<file path="src/rtl/bram_stream_writer.sv">
// rtl/bram_stream_writer.sv - stream-to-BRAM write feeder with input FIFO and circular address window
// Optional feature macro: BSW_FRAME_CNT_EN (frame_cnt counter built when defined, tied to 0 otherwise)

module bram_stream_writer #(
    parameter int unsigned FIFO_DEPTH = 8,
    parameter logic [31:0] BASE_ADDR  = 32'h0,
    parameter logic [31:0] ADDR_STEP  = 32'd4,
    parameter logic [31:0] WIN_BYTES  = 32'h1000
) (
    input  logic        clk,
    input  logic        arst_n,
    input  logic        start,
    input  logic [31:0] s_data,
    input  logic        s_last,
    input  logic        s_valid,
    output logic        s_ready,
    output logic [31:0] wr_addr,
    output logic [31:0] wr_data,
    output logic        wr_valid,
    input  logic        wr_ready,
    output logic        busy,
    output logic [15:0] words_written,
    output logic        frame_done,
    output logic        wrapped,
    output logic [15:0] frame_cnt
);

    localparam int unsigned AW        = (FIFO_DEPTH > 1) ? $clog2(FIFO_DEPTH) : 1;
    localparam logic [AW:0] FULL_CNT  = (AW + 1)'(FIFO_DEPTH);
    localparam logic [31:0] WIN_END   = BASE_ADDR + WIN_BYTES;

    typedef enum logic {
        IDLE  = 1'b0,
        ISSUE = 1'b1
    } state_t;

    state_t          state;
    state_t          state_next;

    logic [32:0]     mem [FIFO_DEPTH];
    logic [AW-1:0]   rd_idx;
    logic [AW-1:0]   wr_idx;
    logic [AW:0]     count;
    logic            fifo_full;
    logic            fifo_empty;

    logic            rst_done;
    logic            start_take;
    logic            push;
    logic            pop;
    logic            accept;

    logic [31:0]     ptr;
    logic [31:0]     ptr_inc;
    logic [31:0]     ptr_next;
    logic            wrap_hit;
    logic            last_q;

    assign fifo_full  = (count == FULL_CNT);
    assign fifo_empty = (count == '0);

    // s_ready uses only registered state (plus start), so wr_ready never reaches it combinationally
    assign busy       = !fifo_empty || wr_valid;
    assign start_take = start && !busy;
    assign s_ready    = rst_done && !fifo_full && !start_take;
    assign push       = s_valid && s_ready;

    assign ptr_inc    = ptr + ADDR_STEP;
    assign wrap_hit   = (ptr_inc == WIN_END);
    assign ptr_next   = wrap_hit ? BASE_ADDR : ptr_inc;

    // Hold s_ready low until the first clock edge after reset release
    always_ff @(posedge clk or negedge arst_n) begin
        if (!arst_n) begin
            rst_done <= 1'b0;
        end else begin
            rst_done <= 1'b1;
        end
    end

    // FIFO storage: {last, data}; contents need no reset since count guards every read
    always_ff @(posedge clk) begin
        if (push) begin
            mem[wr_idx] <= {s_last, s_data};
        end
    end

    // FIFO pointers and occupancy
    always_ff @(posedge clk or negedge arst_n) begin
        if (!arst_n) begin
            wr_idx <= '0;
            rd_idx <= '0;
            count  <= '0;
        end else begin
            if (push) begin
                wr_idx <= wr_idx + 1'b1;
            end
            if (pop) begin
                rd_idx <= rd_idx + 1'b1;
            end
            case ({push, pop})
                2'b10:   count <= count + 1'b1;
                2'b01:   count <= count - 1'b1;
                default: count <= count;
            endcase
        end
    end

    // Output FSM state register
    always_ff @(posedge clk or negedge arst_n) begin
        if (!arst_n) begin
            state <= IDLE;
        end else begin
            state <= state_next;
        end
    end

    // Output FSM: load a write from the FIFO, hold it until accepted, chain the next one without a bubble
    always_comb begin
        state_next = state;
        pop        = 1'b0;
        accept     = 1'b0;
        wr_valid   = 1'b0;
        case (state)
            IDLE: begin
                if (!fifo_empty) begin
                    pop        = 1'b1;
                    state_next = ISSUE;
                end
            end
            ISSUE: begin
                wr_valid = 1'b1;
                if (wr_ready) begin
                    accept = 1'b1;
                    if (!fifo_empty) begin
                        pop = 1'b1;
                    end else begin
                        state_next = IDLE;
                    end
                end
            end
            default: state_next = IDLE;
        endcase
    end

    // Write datapath: address pointer, output registers, counters and status pulses
    always_ff @(posedge clk or negedge arst_n) begin
        if (!arst_n) begin
            ptr           <= BASE_ADDR;
            wr_addr       <= '0;
            wr_data       <= '0;
            last_q        <= 1'b0;
            words_written <= '0;
            frame_done    <= 1'b0;
            wrapped       <= 1'b0;
        end else begin
            frame_done <= accept && last_q;
            wrapped    <= accept && wrap_hit;
            if (start_take) begin
                ptr           <= BASE_ADDR;
                words_written <= '0;
            end else if (accept) begin
                ptr           <= ptr_next;
                words_written <= words_written + 16'd1;
            end
            if (pop) begin
                wr_data <= mem[rd_idx][31:0];
                last_q  <= mem[rd_idx][32];
                // a pop chained onto an accept targets the address after the one just written
                wr_addr <= accept ? ptr_next : ptr;
            end
        end
    end

`ifdef BSW_FRAME_CNT_EN
    logic [15:0] frame_cnt_q;

    // Completed-frame counter; a start clears it even if a frame completes the same cycle
    always_ff @(posedge clk or negedge arst_n) begin
        if (!arst_n) begin
            frame_cnt_q <= '0;
        end else if (start_take) begin
            frame_cnt_q <= '0;
        end else if (frame_done) begin
            frame_cnt_q <= frame_cnt_q + 16'd1;
        end
    end

    assign frame_cnt = frame_cnt_q;
`else
    assign frame_cnt = '0;
`endif

endmodule
</file>
<file path="config.mk">
export PLATFORM = sky130hd
export DESIGN_NAME = bram_stream_writer
export DESIGN_NICKNAME = d
export VERILOG_FILES = /design/src/rtl/bram_stream_writer.sv
export SDC_FILE = /design/constraint.sdc
export NUM_CORES = 1
export LEC_CHECK = 0
export BUFFER_PORTS_ARGS = -buffer_cell sky130_fd_sc_hd__buf_2
export CAP_MARGIN = 20
export CORE_MARGIN = 2
export CORE_UTILIZATION = 35
export CTS_CLUSTER_DIAMETER = 120
export DETAILED_ROUTE_END_ITERATION = 10
export MAX_ROUTING_LAYER = met4
export PLACE_DENSITY_LB_ADDON = 0.05
export SYNTH_ARGS = -nofsm -noshare
export SYNTH_HDL_FRONTEND = slang
export SYNTH_SLANG_ARGS = --single-unit
export TNS_END_PERCENT = 30
</file>
<file path="constraint.sdc">
create_clock -name clk -period 7.7 [get_ports clk]
set_clock_uncertainty 0.05 [all_clocks]
set_input_delay 1.155 -clock clk [delete_from_list [all_inputs] [get_ports clk]]
set_output_delay 1.155 -clock clk [all_outputs]
set_load 0.02 [all_outputs]
</file>
==> reports/results.ini <==
[synthesis]
synth_common_cells = edfxtp_1 (264), dfrtp_1 (127), nor2_1 (124)
synth_top_area_share = 0.499
yosysMostFrequentCell = edfxtp_1
ys_seq_area_frac = 0.699
synth_cell_types = 60
synth-main-ff-cell = edfxtp_1
avgSynthCellArea_sq_um = 15.6
yosysTopAreaCell = edfxtp_1
syn_inst = 1021
synthTopCellsByArea = edfxtp_1 (50%), dfrtp_1 (20%), mux4_2 (9.4%)
yosysWarnings = 0
async_flop_share = 0.325
ys_seq_elements = 391
syn_area_sq_um = 15900
synth_edf_count = 264

[status]
outcome = completed

[pwr]
power.share.clock = 0.330
pwr-share-comb = 0.248
netSwitchingPower_mw = 2.07
switching_share = 0.308
p_per_area_nw_per_um2 = 359
p_seq_frac = 0.422
p_leak_nw = 6.90
peakVddDrop_mv = 0.260
p_int_mw = 4.65

[timing]
final_hold_viol_count = 0
final_max_slew_viol_count = 0
period_needed_ps = 4010
max_slew_margin = 0.377
timing.final.crit_share = 0.521
fin_setup_tns_ps = 0
worstMarginPinSlew_ps = 922
fmax_mhz = 249
rsz0062_at_grt = false
setup_violations = 0
hold_slack_ps = 455

[drt]
viasPerCell = 4.88
vias = 8726
wl_per_cell_um = 19.7
routed_wl_um = 35200
first_pass_iters = 4
ant_nets = 0
drt_iter0_markers = 504
drc = 0

[grt]
busiest_layer = met2
gr-usage-met1 = 0.195
antenna_found_initial = 3
use_met3 = 0.0298
overflow = 0
track_usage = 0.158
grt_use_met2 = 0.261
grt_pass1_wl_um = 54900
grt_pass1_vias = 9045
grt_max_degree = 84

[clock_network]
htree_levels = 2
clk_pin_slew_ps = 50
cts_resized = 0
cts_tree = done
clock_path_buffers = 3
clock_sinks = 391
cts_root_buffer = clkbuf_16
postCtsSetupBuffers = 0
cts-hold-fix-buffers = 0
numCtsBuffers = 46
clk_latency_ps = 580

[worst_setup_path]
cp-end-kind = primary output
critPathLaunchType = flip-flop
cp_data_required_time_ps = 6490
arrival_ps = 2810
cp_max_fo = 49
crit_type = reg2out

[place]
gp_congestion = 0.782
place_hpwl_um = 20600
port_buffers = 122

[die]
num_rows = 78
io-pin-count = 139
die_area_sq_um = 47100
die_w_um = 217
start_util = 0.352
dieHeight_um = 217
core_area_sq_um = 45100

[cells_and_area]
fin_nets = 1195
drive_above_1_share = 0.252
syn2layout_area_growth_pct = 18.0

[worst_hold_path]
hold_path_class = reg2reg

[run]
cap_violations = 0

[worst max-delay path, cell delays in order, from the launching register on]
cell	delay, ps
dfrtp_1	440
or4_1	610
nor2_1	200
and2_2	170
buf_4	470
nor2_1	130
buf_2	200
[layout make-up]
class	instances	area [sq um]
fillers	4156	26400
multi-input cells	562	4500
inverters	10	37.5
clock buffers	75	1410
repair buffers	137	729
well taps	600	751
diodes	3	7.51
flip-flops and latches	391	11100
clock inverters	11	180
[sequential cells by signal, indices dropped and copies added (netlist names)]
name,flops
count,4
frame_done,1
last_q,1
mem,264
ptr,32
rd_idx,3
rst_done,1
state,1
words_written,16
wr_addr,32
wr_data,32
wr_idx,3
wrapped,1
[kinds of logic (layout without fill, tap and decap cells)]
group,Yosys count,count (layout),synth area share
compound gates,110,110,0.0403
xor+xnor,50,50,0.0276
fa+ha+maj,9,9,0.00757
buf+inv,83,233,0.0240
flops,391,391,0.699
mux,104,104,0.118
other cells,2,20,0.000473
simple gates,272,272,0.0827
[per-stage QoR]
| step | instance area, sq um | util | power [mW] | std cells | worst slack (ps) |
|---|---|---|---|---|---|
| after detailed placement | 17100 | 0.380 | 4.60 | 1700 | 3540 |
| after global placement | 17100 | 0.380 | 4.59 | 1700 | 3610 |
| after CTS | 18700 | 0.415 | 6.88 | 1786 | 3570 |
| after global routing | 18700 | 0.415 | 7.11 | 1789 | 3460 |
| final | 18700 | 0.415 | 6.72 | 1789 | 3690 |
| after floorplan | 15900 | - | 4.02 | 1036 | 1610 |
[per-layer routing]
layer	routed length, um	vias to the layer above
met5	0	-
met4	882	0
li1	-	4088
met3	1570	60
met1	15100	4402
met2	17600	176
[power groups by stage]
stage	clock network [mW]	logic, mW	registers [mW]
2_1_floorplan	0	1.06	2.97
3_3_place_gp	0	1.71	2.88
3_5_place_dp	0	1.72	2.88
4_1_cts	2.31	1.73	2.84
5_1_grt	2.38	1.84	2.89
6_report	2.22	1.67	2.83
[final timing paths]
kind	slack, ps	depth (start not counted)	start	endpoint
worst max-delay path	3690	6	count[0]	s_ready
worst min-delay path	450	1	wr_addr[0]	wr_addr[0]
worst max register to register	3880	14	count[0]	count[3]
worst min register to register	450	1	wr_addr[0]	wr_addr[0]
max in group asynchronous	5820	2	arst_n	wr_data[29]
min in group asynchronous	590	1	arst_n	words_written[10]
[cell usage in the layout (no fill, tap or decap), types with 5 or more instances in the layout]
cell and instances:
xnor2_1 27, or3_1 6, inv_1 10, clkbuf_16 47
clkbuf_1 15, buf_4 15, xor2_1 23, or4_1 5
clkbuf_8 13, edfxtp_1 264, clkinv_2 6, nand4_1 16
nor2_1 123, mux4_2 66, a21oi_1 73, conb_1 17
ha_1 8, and3_1 8, nor3_1 18, dfrtp_1 124
nor4_1 10, nand3_1 14, buf_2 121, nand2_1 40
o21ai_0 9, mux2i_1 35
No activity file was read; power rests on OpenSTA's default activity.
